[config.mk]
export PLATFORM = sky130hd
export DESIGN_NAME = sprite_arbiter
export DESIGN_NICKNAME = d
export VERILOG_FILES = /design/src/rtl/sprite_arbiter.sv
export SDC_FILE = /design/constraint.sdc
export NUM_CORES = 1
export LEC_CHECK = 0
export BUFFER_PORTS_ARGS = -buffer_cell sky130_fd_sc_hd__clkbuf_2
export CORE_ASPECT_RATIO = 0.75
export CORE_MARGIN = 2
export CORE_UTILIZATION = 54
export DETAILED_ROUTE_END_ITERATION = 10
export PLACE_DENSITY = 0.84
export SYNTH_ARGS = -nofsm -noshare
export SYNTH_HDL_FRONTEND = slang
export SYNTH_SLANG_ARGS = --single-unit
[constraint.sdc]
create_clock -name CLK -period 2.7 [get_ports CLK]
set_input_delay 0.54 -clock CLK [delete_from_list [all_inputs] [get_ports CLK]]
set_output_delay 0.54 -clock CLK [all_outputs]
set_load 0.05 [all_outputs]
[src/rtl/sprite_arbiter.sv]
// sprite_arbiter: shares the single sprite_table ROM port among NREQ layer
// requesters. A combinational one-hot grant picks a winner each cycle, the
// winner's address is registered towards the ROM, and a tag pipeline of depth
// ROM_LAT+1 routes the returning texel to the requester that asked for it.
// Also counts the cycles per frame in which two or more requesters contended.
//
// Build option: define SPRITE_ARB_RR_EN for round-robin arbitration; when it
// is left undefined, arbitration is fixed priority and the lowest index wins.
module sprite_arbiter #(
  parameter int NREQ    = 3,
  parameter int AW      = 13,
  parameter int DW      = 4,
  parameter int ROM_LAT = 1
) (
  input  logic               CLK,
  input  logic               RESET,
  input  logic               vs,
  input  logic [NREQ-1:0]    REQ,
  input  logic [NREQ*AW-1:0] REQ_ADDR,
  output logic [NREQ-1:0]    GNT,
  output logic [AW-1:0]      SPRITE_ADDR,
  input  logic [DW-1:0]      SPRITE_DATA,
  output logic [NREQ-1:0]    RD_VALID,
  output logic [DW-1:0]      RD_DATA,
  output logic [15:0]        CONFLICT_CNT
);

  localparam int IW    = (NREQ > 1) ? $clog2(NREQ) : 1;
  localparam int DEPTH = ROM_LAT + 1;

  // One slot of the return pipeline: which requester the ROM word belongs to.
  typedef struct packed {
    logic          vld;
    logic [IW-1:0] idx;
  } tag_t;

  logic          win_vld;
  logic [IW-1:0] win_idx;
  logic [AW-1:0] win_addr;

  logic          lo_vld;
  logic [IW-1:0] lo_idx;

  logic [AW-1:0]   addr_q, addr_d;
  tag_t            tag_q [DEPTH];
  tag_t            tag_d [DEPTH];
  tag_t            tail;
  logic [NREQ-1:0] rd_valid_q, rd_valid_d;
  logic [DW-1:0]   rd_data_q, rd_data_d;
  logic            vs_q;
  logic            frame_edge;
  logic            conflict;
  logic [15:0]     acc_inc;
  logic [15:0]     conf_acc_q, conf_acc_d;
  logic [15:0]     conf_cnt_q, conf_cnt_d;

`ifdef SPRITE_ARB_RR_EN
  logic          hi_vld;
  logic [IW-1:0] hi_idx;
  logic [IW-1:0] rr_ptr_q, rr_ptr_d;
`endif

  // Winner selection and one-hot grant; purely combinational, so GNT tracks
  // REQ even while RESET is asserted.
  always_comb begin
    // NOTE: every output of this block gets a default before any branch, so no
    // path leaves a signal unassigned and no latch is inferred.
    lo_vld   = 1'b0;
    lo_idx   = '0;
    win_vld  = 1'b0;
    win_idx  = '0;
    win_addr = '0;
    GNT      = '0;
    // Lowest requesting index: the fixed-priority winner and the wrap-around
    // fallback of the round-robin search.
    for (int i = NREQ - 1; i >= 0; i--) begin
      if (REQ[i]) begin
        lo_vld = 1'b1;
        lo_idx = IW'(i);
      end
    end
`ifdef SPRITE_ARB_RR_EN
    // Lowest requesting index at or above the pointer wins; otherwise wrap.
    hi_vld = 1'b0;
    hi_idx = '0;
    for (int i = NREQ - 1; i >= 0; i--) begin
      if (REQ[i] && (IW'(i) >= rr_ptr_q)) begin
        hi_vld = 1'b1;
        hi_idx = IW'(i);
      end
    end
    win_vld = lo_vld;
    win_idx = hi_vld ? hi_idx : lo_idx;
`else
    win_vld = lo_vld;
    win_idx = lo_idx;
`endif
    for (int i = 0; i < NREQ; i++) begin
      if (win_vld && (win_idx == IW'(i))) begin
        GNT[i]   = 1'b1;
        win_addr = REQ_ADDR[i*AW +: AW];
      end
    end
  end

  // Next state for the ROM address, tag pipeline, return path and counters.
  always_comb begin
    addr_d   = win_vld ? win_addr : addr_q;
    tag_d[0] = tag_t'{vld: win_vld, idx: win_idx};
    for (int i = 1; i < DEPTH; i++) tag_d[i] = tag_q[i-1];

    // The tail slot lines up with the ROM word read for that grant.
    tail       = tag_q[DEPTH-1];
    rd_valid_d = '0;
    rd_data_d  = rd_data_q;
    if (tail.vld) begin
      rd_data_d = SPRITE_DATA;
      for (int i = 0; i < NREQ; i++) begin
        if (tail.idx == IW'(i)) rd_valid_d[i] = 1'b1;
      end
    end

    // A conflict on the frame-edge cycle still belongs to the ending frame.
    frame_edge = vs & ~vs_q;
    conflict   = ($countones(REQ) >= 2);
    acc_inc    = conf_acc_q;
    if (conflict && (conf_acc_q != 16'hFFFF)) acc_inc = conf_acc_q + 16'd1;
    conf_cnt_d = frame_edge ? acc_inc : conf_cnt_q;
    conf_acc_d = frame_edge ? 16'd0 : acc_inc;

`ifdef SPRITE_ARB_RR_EN
    rr_ptr_d = rr_ptr_q;
    if (win_vld) rr_ptr_d = (win_idx == IW'(NREQ - 1)) ? '0 : win_idx + IW'(1);
`endif
  end

  // State registers with synchronous active-high reset.
  always_ff @(posedge CLK) begin
    // NOTE: sequential state is written with non-blocking assignments only,
    // so every register samples its pre-edge inputs regardless of order.
    if (RESET) begin
      addr_q     <= '0;
      rd_valid_q <= '0;
      rd_data_q  <= '0;
      vs_q       <= 1'b1;
      conf_acc_q <= '0;
      conf_cnt_q <= '0;
      // NOTE: only the valid bits of the tag pipeline are cleared; an index
      // is never looked at while its valid bit is low, so it needs no reset.
      for (int i = 0; i < DEPTH; i++) tag_q[i].vld <= 1'b0;
`ifdef SPRITE_ARB_RR_EN
      rr_ptr_q   <= '0;
`endif
    end else begin
      addr_q     <= addr_d;
      rd_valid_q <= rd_valid_d;
      rd_data_q  <= rd_data_d;
      vs_q       <= vs;
      conf_acc_q <= conf_acc_d;
      conf_cnt_q <= conf_cnt_d;
      for (int i = 0; i < DEPTH; i++) tag_q[i] <= tag_d[i];
`ifdef SPRITE_ARB_RR_EN
      rr_ptr_q   <= rr_ptr_d;
`endif
    end
  end

  assign SPRITE_ADDR  = addr_q;
  assign RD_VALID     = rd_valid_q;
  assign RD_DATA      = rd_data_q;
  assign CONFLICT_CNT = conf_cnt_q;

endmodule
==> impl_metrics.tcl, run 1 <==
set metrics [dict create \
    coreArea_mm2 0.004900 \
    tightest_slew_ns 1.219 \
    initial_core_util 0.5610 \
    crit_arrival_ns 2.44 \
    crit-reg2reg-launch "conf_acc_q[0]$_SDFF_PP0_" \
    yosys_register_bits 59 \
    cts_tree "yes" \
    cts-root-buf "clkbuf_8" \
    yosysTopAreaCell "dfxtp_1" \
    via_count 2640 \
    cp-start-kind "flip-flop" \
    clockBufferDepth 2 \
    critical_path_class "reg2reg" \
    post_cts_buffers 0 \
    reg2reg_depth 5 \
    drive_above_1_share 0.2839 \
    nets 444 \
    numCtsBuffers 9 \
    slowest_delay_ns 0.85 \
    finalCriticalPeriod_ns 2.236 \
    yosys-top-cells-area "dfxtp_1 40%, o21ai_0 4.4%, edfxtp_1 4.4%" \
    yosys-top-cells-count "55 x dfxtp_1, 24 x o21ai_0, 22 x a21oi_1" \
    dp_cells 442 \
    synth-main-ff-cell "dfxtp_1" \
    crit_chain "ha_1 -> nand4_2 -> o41ai_2 -> mux2i_1 -> o21ai_1" \
    io_buffers 87 \
    antenna_found_initial 0 \
    maxCapViolations 0 \
    r2r_slack_ns 0.46 \
    seq_area_frac_synth 0.4442 \
    path_depth 5 \
    crit_path_start "conf_acc_q[0]$_SDFF_PP0_" \
    drt_iter0_markers 183 \
    total_leakage_power_nw 1.483 \
    powerDensity_mw_per_mm2 570.6 \
    worstPathMaxFanout 11 \
    rsz0062_at_grt "no" \
    wl_per_cell_um 14.43 \
    ys_async_sr_fraction 0 \
    critical_path.top_delay_family "compound AO/OA/AOI/OAI gates" \
    grt_pass1_wl_um 10920 \
    r2r_end "CONFLICT_CNT[1]$_SDFFE_PP0P_" \
    die_w_um 86.39 \
    cts_resized 0 \
    cts.clk_slew.worst_paths_ns 0.07 \
    hpwl_um 4574 \
    slew_headroom 0.1841 \
    outcome "finished, final reports clean" \
    synth-edff-count 4 \
    via_per_inst 5.764 \
    syn_area_per_cell_um2 8.754 \
    grt_max_degree 31 \
    setup_tns_ns 0 \
    end_kind "flip-flop" \
    fin_skew_ns 0.01115 \
    syn_area_mm2 0.002749 \
    syn-instance-count 314 \
    htree_levels 3 \
    crit_buf_inv 0 \
    fin_area_mm2 0.003378 \
    firstDrtPassIters 4 \
    clock-sinks 59 \
    instances_no_fill 458 \
    place_area_mm2 0.003194 \
    hold_class "in2reg" \
    drc 0 \
    row_count 22 \
    min_period_over_period 0.8281 \
    area_growth_pct 22.89 \
    hold_viol 0 \
    ys_types 45 \
    grt_util_all_layers 0.2483 \
    die_h_um 65.79 \
    slew_viol_final 0 \
    overflow 0 \
    p_total_w 0.001928 \
    clock_latency_ns 0.34 \
    routed_wl_um 6607 \
    crit_end "CONFLICT_CNT[1]$_SDFFE_PP0P_" \
    setup_viol 0 \
    crit_slowest_cell "o41ai_2" \
    fmax_ghz 0.4472 \
    io-pin-count 88 \
    synth_top_area_share 0.4005 \
    num_antenna_cells 0 \
    ant_nets 0 \
    yosysWarnings 0 \
    ir_drop_v 0.0003070 \
    routabilityCongestion 0.8618 \
    dieArea_mm2 0.005683 \
    post-synth-top-count-cell "dfxtp_1" \
    grt_pass1_vias 2351 \
    cp_data_required_time_ns 2.91 \
    synth_nets 365 \
    holdBufCountCts 0 \
]
## worst min path at each step
| stage | start | end | slack [ns] | depth (start not counted) |
|---|---|---|---|---|
| 2_1_floorplan | tag_q[0][2]$_SDFF_PP0_ | tag_q[0][5]$_SDFF_PP0_ | 0.41 | 1 |
| 3_3_place_gp | tag_q[0][2]$_SDFF_PP0_ | tag_q[0][5]$_SDFF_PP0_ | 0.42 | 1 |
| 3_5_place_dp | tag_q[0][2]$_SDFF_PP0_ | tag_q[0][5]$_SDFF_PP0_ | 0.44 | 1 |
| 4_1_cts | vs | vs_q$_SDFF_PP1_ | 0.40 | 2 |
| 5_1_grt | vs | vs_q$_SDFF_PP1_ | 0.41 | 2 |
| 6_report | vs | vs_q$_SDFF_PP1_ | 0.42 | 2 |
## report_power, final
group / switching, W / internal [W] / total (W)
combinational: 0.000173 / 0.0000817 / 0.000254
clock: 0.000334 / 0.000410 / 0.000744
sequential: 0.0000186 / 0.000911 / 0.000930
## flip-flops by register name (all words and copies together) (netlist names)
name          cells
RD_VALID          3
CONFLICT_CNT     16
vs_q              1
RD_DATA           4
conf_acc_q       16
SPRITE_ADDR      13
tag_q             6
## cells by family (layout without fill, tap and decap cells)
logic type | Yosys count | count (layout) | share of synthesized area
AOI/OAI and AO/OA | 83 | 83 | 0.1916
xor gates and xnor gates | 2 | 2 | 0.006373
adders and majority gates | 2 | 2 | 0.009102
buffers and inverters | 39 | 123 | 0.05780
DFF | 59 | 59 | 0.4442
muxes | 6 | 6 | 0.02185
and+or+nand+nor | 123 | 123 | 0.2690
## layout by cell type (no fill, tap or decap), types with 2 or more instances in the layout
cell / instances
a211oi_1: 13
a21oi_1: 22
a31oi_1: 2
a32oi_1: 4
and2_1: 4
and3_1: 5
and4_1: 6
buf_4: 5
clkbuf_1: 3
clkbuf_2: 87
clkbuf_8: 12
dfxtp_1: 55
edfxtp_1: 4
ha_1: 2
inv_1: 15
mux2i_1: 6
nand2_1: 12
nand3_1: 12
nand4_1: 3
nand4_2: 3
nor2_1: 13
nor2b_1: 19
nor3_1: 19
nor3b_1: 2
nor4b_1: 2
nor4bb_1: 2
o211ai_1: 4
o21ai_0: 24
o31ai_1: 6
or2_2: 2
or3_1: 7
or4_1: 7
xor2_1: 2
## cell type report
type,count,area [um^2]
repair buffers,92,473.0
clock buffers,15,176.4
flip-flops and latches,59,1221
clock inverters,1,7.507
inverters,15,56.30
well taps,60,75.07
fillers,417,1521
multi-input cells,216,1369
## layer usage
layer  vias up  GRT usage  routed length [um]
met3         8    0.09238                 370
met1      1235     0.3132                3128
met5         -          0                   0
met4         0    0.07227                  86
met2        74     0.3990                3022
li1       1323          -                   -
## worst reg2reg max path, stage by stage (launching register included)
cell,delay (ns)
dfxtp_1,0.39
ha_1,0.24
nand4_2,0.21
o41ai_2,0.85
mux2i_1,0.32
o21ai_1,0.10
## stage by stage
step	utilization	setup WS [ns]	hold slack, ns
floorplan	-	0.03338	0.4138
global placement	0.6519	0.3885	0.4207
detailed placement	0.6519	0.3376	0.4423
CTS	0.6895	0.4353	0.4050
global route	0.6895	0.2789	0.4127
finish	0.6895	0.4641	0.4171
Power figures use the tool's default switching activity.
==> inputs of run 2 (changes only) <==
--- a/config.mk
+++ b/config.mk
@@ -8,9 +8,9 @@
 export BUFFER_PORTS_ARGS = -buffer_cell sky130_fd_sc_hd__clkbuf_2
 export CORE_ASPECT_RATIO = 0.75
 export CORE_MARGIN = 2
-export CORE_UTILIZATION = 54
+export CORE_UTILIZATION = 46
 export DETAILED_ROUTE_END_ITERATION = 10
-export PLACE_DENSITY = 0.84
+export PLACE_DENSITY = 0.76
 export SYNTH_ARGS = -nofsm -noshare
 export SYNTH_HDL_FRONTEND = slang
 export SYNTH_SLANG_ARGS = --single-unit
==> constraint.sdc (replaced) <==
create_clock -name CLK -period 1.95 [get_ports CLK]
set_input_delay 0.39 -clock CLK [delete_from_list [all_inputs] [get_ports CLK]]
set_output_delay 0.39 -clock CLK [all_outputs]
set_load 0.05 [all_outputs]
==> run 2 against run 1 <==
Final area up 9.1%. Largest power group is now the clock network. Clock power up 81%. Die area up 16%. Cell count up 9.8%. Sequential share of layout area down 3.0 points. Combinational power up 52%. Via count up 4.7%. Total power up 56%.
==> impl_metrics.tcl, run 2 (synthesized netlist as in run 1, its figures left out) <==
set metrics [dict create \
    dp_worst_setup_slack_ns -0.07612 \
    coreArea_mm2 0.005796 \
    slew_headroom 0.6412 \
    area_growth_pct 34.09 \
    grt_max_degree 31 \
    hold_viol 0 \
    netSwitchingPower_w 0.0007409 \
    ir_drop_v 0.0006365 \
    cp_data_required_time_ns 2.17 \
    ant_nets 0 \
    io-pin-count 88 \
    nets 471 \
    hold_class "in2reg" \
    cts_tree "yes" \
    swShare 0.2457 \
    crit_path_start "conf_acc_q[5]$_SDFF_PP0_" \
    via_count 2765 \
    dieArea_mm2 0.006616 \
    layout_commonest_cell "clkbuf_2" \
    outcome "finished, final reports clean" \
    r2r_end "CONFLICT_CNT[11]$_SDFFE_PP0P_" \
    initial_core_util 0.4743 \
    ff_latch_area_mm2 0.001221 \
    holdBufCountCts 0 \
    crit_arrival_ns 2.04 \
    min_period_over_period 0.9298 \
    crit-reg2reg-launch "conf_acc_q[5]$_SDFF_PP0_" \
    setup_tns_ns 0 \
    numCtsBuffers 9 \
    drc 0 \
    firstDrtPassIters 4 \
    htree_levels 3 \
    grt_pass1_vias 2688 \
    crit_end "CONFLICT_CNT[11]$_SDFFE_PP0P_" \
    rsz0062_at_grt "no" \
    worstPathMaxFanout 9 \
    reg2reg_depth 5 \
    internal_power_w 0.002275 \
    end_kind "flip-flop" \
    clock-sinks 59 \
    setup_viol 0 \
    slew_viol_final 0 \
    wl_per_cell_um 14.54 \
    tightest_slew_ns 0.5376 \
    cts.clk_slew.worst_paths_ns 0.07 \
    die_w_um 93.26 \
    grt_pass1_wl_um 12390 \
    antenna_found_initial 0 \
    r2r_slack_ns 0.14 \
    routed_wl_um 7312 \
    clockBufferDepth 2 \
    fin_area_mm2 0.003686 \
    hold_ws_ns 0.2792 \
    row_count 24 \
    drive_above_1_share 0.3365 \
    finalWorstSetupSlack_ns 0.1369 \
    cp-start-kind "flip-flop" \
    routabilityCongestion 0.8626 \
    via_per_inst 5.497 \
    cts-root-buf "clkbuf_8" \
    grt_util_all_layers 0.2355 \
    seq_power_share 0.426 \
    final_cell_mix "87 x clkbuf_2, 55 x dfxtp_1, 32 x buf_4" \
    critical_path_class "reg2reg" \
    drt_iter0_markers 176 \
    maxCapViolations 0 \
    overflow 0 \
    fin_skew_ns 0.006306 \
    total_leakage_power_nw 1.669 \
    die_h_um 70.95 \
    clock_latency_ns 0.34 \
    hpwl_um 5244 \
    fmax_ghz 0.5515 \
    power.share.clock 0.446 \
    power_frac_comb 0.128 \
    multi_input_area_mm2 0.001394 \
    place_area_mm2 0.003425 \
    hold_start "vs" \
    finalCriticalPeriod_ns 1.813 \
    fillCellCount 506 \
    io_buffers 87 \
    powerDensity_mw_per_mm2 818.2 \
    num_antenna_cells 0 \
]
[run 2: layer usage]
metal	wire [um]	vias up	track usage
li1	-	1370	-
met1	3296	1303	0.3020
met2	3496	83	0.3805
met3	415	9	0.05964
met4	104	0	0.09804
met5	0	-	0
[run 2: power by group through the flow]
| stage | registers [W] | logic, W | clock network (W) |
|---|---|---|---|
| 4_1_cts | 0.00128 | 0.000386 | 0.00137 |
| 2_1_floorplan | 0.00141 | 0.000150 | 0 |
| 5_1_grt | 0.00129 | 0.000418 | 0.00143 |
| 3_3_place_gp | 0.00131 | 0.000374 | 0 |
| 3_5_place_dp | 0.00131 | 0.000382 | 0 |
| 6_report | 0.00128 | 0.000386 | 0.00135 |
[run 2: through the flow]
stage | std cells | utilization | power [W]
after global placement | 487 | 0.5909 | 0.001682
after detailed placement | 487 | 0.5909 | 0.001692
after CTS | 503 | 0.6345 | 0.003042
final | 503 | 0.6360 | 0.003016
after global routing | 503 | 0.6360 | 0.003135
after floorplan | 314 | - | 0.001555
[run 2: cell type report]
class                      count  area share
multi-input combinational    216      0.3781
sequential                    59      0.3313
timing repair buffer         119      0.1833
clock buffer                  11     0.03836
clock inverter                 5     0.02716
tap                           78     0.02648
inverter                      15     0.01527
[run 2: worst max-delay path, cell delays in order (launching register included)]
cell	delay (ns)
dfxtp_1	0.34
buf_4	0.16
and4_1	0.36
nand4_4	0.21
o311a_1	0.37
a221o_1	0.27
[run 2: worst min-delay path by stage]
stage	endpoint	cells after the start
global placement	tag_q[0][5]$_SDFF_PP0_	1
detailed placement	tag_q[0][5]$_SDFF_PP0_	1
CTS	vs_q$_SDFF_PP1_	2
global route	vs_q$_SDFF_PP1_	2
floorplan	tag_q[0][5]$_SDFF_PP0_	1
finish	vs_q$_SDFF_PP1_	2
[run 2: what timing repair did]
item / 4_1_cts / 5_1_grt
endpoints found under the hold margin: 0 / 0
buffers inserted: 0 / 0
gates resized for setup: 1 / 1
setup endpoints to repair: 2 / 5
pin swaps: 0 / 1
==> inputs of run 3 (changes only) <==
--- a/config.mk
+++ b/config.mk
@@ -8,7 +8,8 @@
 export BUFFER_PORTS_ARGS = -buffer_cell sky130_fd_sc_hd__clkbuf_2
 export CORE_ASPECT_RATIO = 0.75
 export CORE_MARGIN = 2
-export CORE_UTILIZATION = 46
+export CORE_UTILIZATION = 47
+export CTS_BUF_LIST = sky130_fd_sc_hd__clkbuf_2
 export DETAILED_ROUTE_END_ITERATION = 10
 export PLACE_DENSITY = 0.76
 export SYNTH_ARGS = -nofsm -noshare
==> run 3 against run 2 <==
Fmax is 2.9% lower. Largest cell class unchanged. Worst setup slack lost 0.054 ns. Via count fell by 2.0%. Hold slack worse by 0.17 ns. Combinational power barely moved. Global-route usage fell by 0.29 points. Total power decreased by 20%. Non-clock buffer count grew 2. Sequential power hardly changed. Sequential share of layout area is 1.1 points higher. Clock skew up 0.015 ns.
==> impl_metrics.tcl, run 3 (synthesized netlist as in run 1, its figures left out) <==
set metrics [dict create \
    dp_worst_setup_slack_ns -0.1107 \
    ant_nets 0 \
    htree_levels 3 \
    drive_above_1_share 0.3396 \
    setup_viol 0 \
    row_count 24 \
    cp-start-kind "flip-flop" \
    wl_per_cell_um 14.06 \
    worstHoldPathCells 2 \
    hold_viol 0 \
    critical_path_class "reg2reg" \
    via_per_inst 5.368 \
    holdBufCountCts 0 \
    drt_iter0_markers 122 \
    overflow 0 \
    antenna_found_initial 0 \
    clock_latency_ns 0.49 \
    grt_pass1_vias 2595 \
    nets 473 \
    path_depth 5 \
    fmax_ghz 0.5355 \
    reg2reg_depth 5 \
    routabilityCongestion 0.8768 \
    coreArea_mm2 0.005736 \
    clockBufferDepth 2 \
    crit_chain "buf_4 -> and4_1 -> nand4_4 -> or4_1 -> a21oi_1" \
    gr-usage-met3 0.07335 \
    fin_skew_ns 0.02143 \
    die_w_um 92.31 \
    slew_viol_final 0 \
    io-pin-count 88 \
    dieArea_mm2 0.006483 \
    initial_core_util 0.4793 \
    io_buffers 87 \
    die_h_um 70.23 \
    layout_commonest_cell "clkbuf_2" \
    use_met1 0.3034 \
    crit_buf_inv 1 \
    clock-sinks 59 \
    outcome "finished, final reports clean" \
    cts-root-buf "clkbuf_2" \
    numCtsBuffers 9 \
    busiest_layer "met2" \
    grt_util_all_layers 0.2326 \
    grt_max_degree 31 \
    area_growth_pct 29.72 \
    final_util 0.6217 \
    finalCriticalPeriod_ns 1.867 \
    worstPathMaxFanout 8 \
    maxCapViolations 0 \
    crit_arrival_ns 2.29 \
    drc 0 \
    rsz0062_at_grt "no" \
    num_antenna_cells 0 \
    slew_headroom 0.6419 \
    dp_cells 488 \
    hold_ws_ns 0.1124 \
    instances_no_fill 505 \
    cp_data_required_time_ns 2.38 \
    critical_path.top_delay_family "simple AND/OR/NAND/NOR gates" \
    tightest_slew_ns 0.5365 \
    powerDensity_mw_per_mm2 676.8 \
    hpwl_um 5119 \
    hold_class "in2reg" \
    cts.clk_slew.worst_paths_ns 0.18 \
    final_cell_mix "97 x clkbuf_2, 55 x dfxtp_1, 34 x buf_4" \
    finalWorstSetupSlack_ns 0.08263 \
    firstDrtPassIters 4 \
    total_leakage_power_nw 1.623 \
    routed_wl_um 7099 \
    crit_slowest_cell "or4_1" \
    end_kind "flip-flop" \
    ir_drop_v 0.0006406 \
    min_period_over_period 0.9576 \
    cts_tree "yes" \
    slowest_delay_ns 0.52 \
    via_count 2711 \
    grt_pass1_wl_um 11900 \
    grt_util_met2 0.3650 \
]
-- run 3: changes by cell type in the layout (fill, tap and decap cells not counted) --
cell,change
buf_4,+2
bufinv_16,-2
clkbuf_1,-1
clkbuf_2,+10
clkbuf_8,-10
clkinv_1,+1
clkinv_2,+1
clkinvlp_4,+1
-- run 3: layout make-up --
type / instances / area, um^2
timing repair buffer: 121 / 690.7
clock inverter: 6 / 56.30
multi-input combinational: 216 / 1394
inverter: 15 / 56.30
fill: 523 / 2170
sequential: 59 / 1221
clock buffer: 10 / 50.05
tap: 78 / 97.59
-- run 3: timing repair --
item	4_1_cts	5_1_grt
endpoints found under the hold margin	0	0
endpoints found under the setup margin	3	4
cloned	0	0
resized for setup	1	1
buffers inserted	0	1
pin swaps	0	1
-- run 3: worst paths after layout --
path | slack [ns] | to | start
max reg2reg | 0.08 | conf_acc_q[11]$_SDFF_PP0_ | conf_acc_q[5]$_SDFF_PP0_
min | 0.11 | vs_q$_SDFF_PP1_ | vs
min reg2reg | 0.47 | CONFLICT_CNT[14]$_SDFFE_PP0P_ | CONFLICT_CNT[14]$_SDFFE_PP0P_
max | 0.08 | conf_acc_q[11]$_SDFF_PP0_ | conf_acc_q[5]$_SDFF_PP0_
-- run 3: layer usage --
layer,part of all wire,wire length [um]
met2,0.48,3394
met5,0,0
met4,0.0096,68
met3,0.050,354
met1,0.46,3282
-- run 3: per-stage QoR --
step / area, um^2 / setup TNS (ns) / power (W)
2_1_floorplan: 2754 / 0 / 0.001555
3_3_place_gp: 3432 / -0.02154 / 0.001684
3_5_place_dp: 3432 / -0.3760 / 0.001694
4_1_cts: 3550 / 0 / 0.002442
5_1_grt: 3566 / 0 / 0.002533
6_report: 3566 / 0 / 0.002413
-- run 3: where the power goes --
group          internal (W)  switching (W)  total, W
clock network      0.000291       0.000448  0.000739
registers           0.00126      0.0000229   0.00129
logic              0.000138       0.000252  0.000389
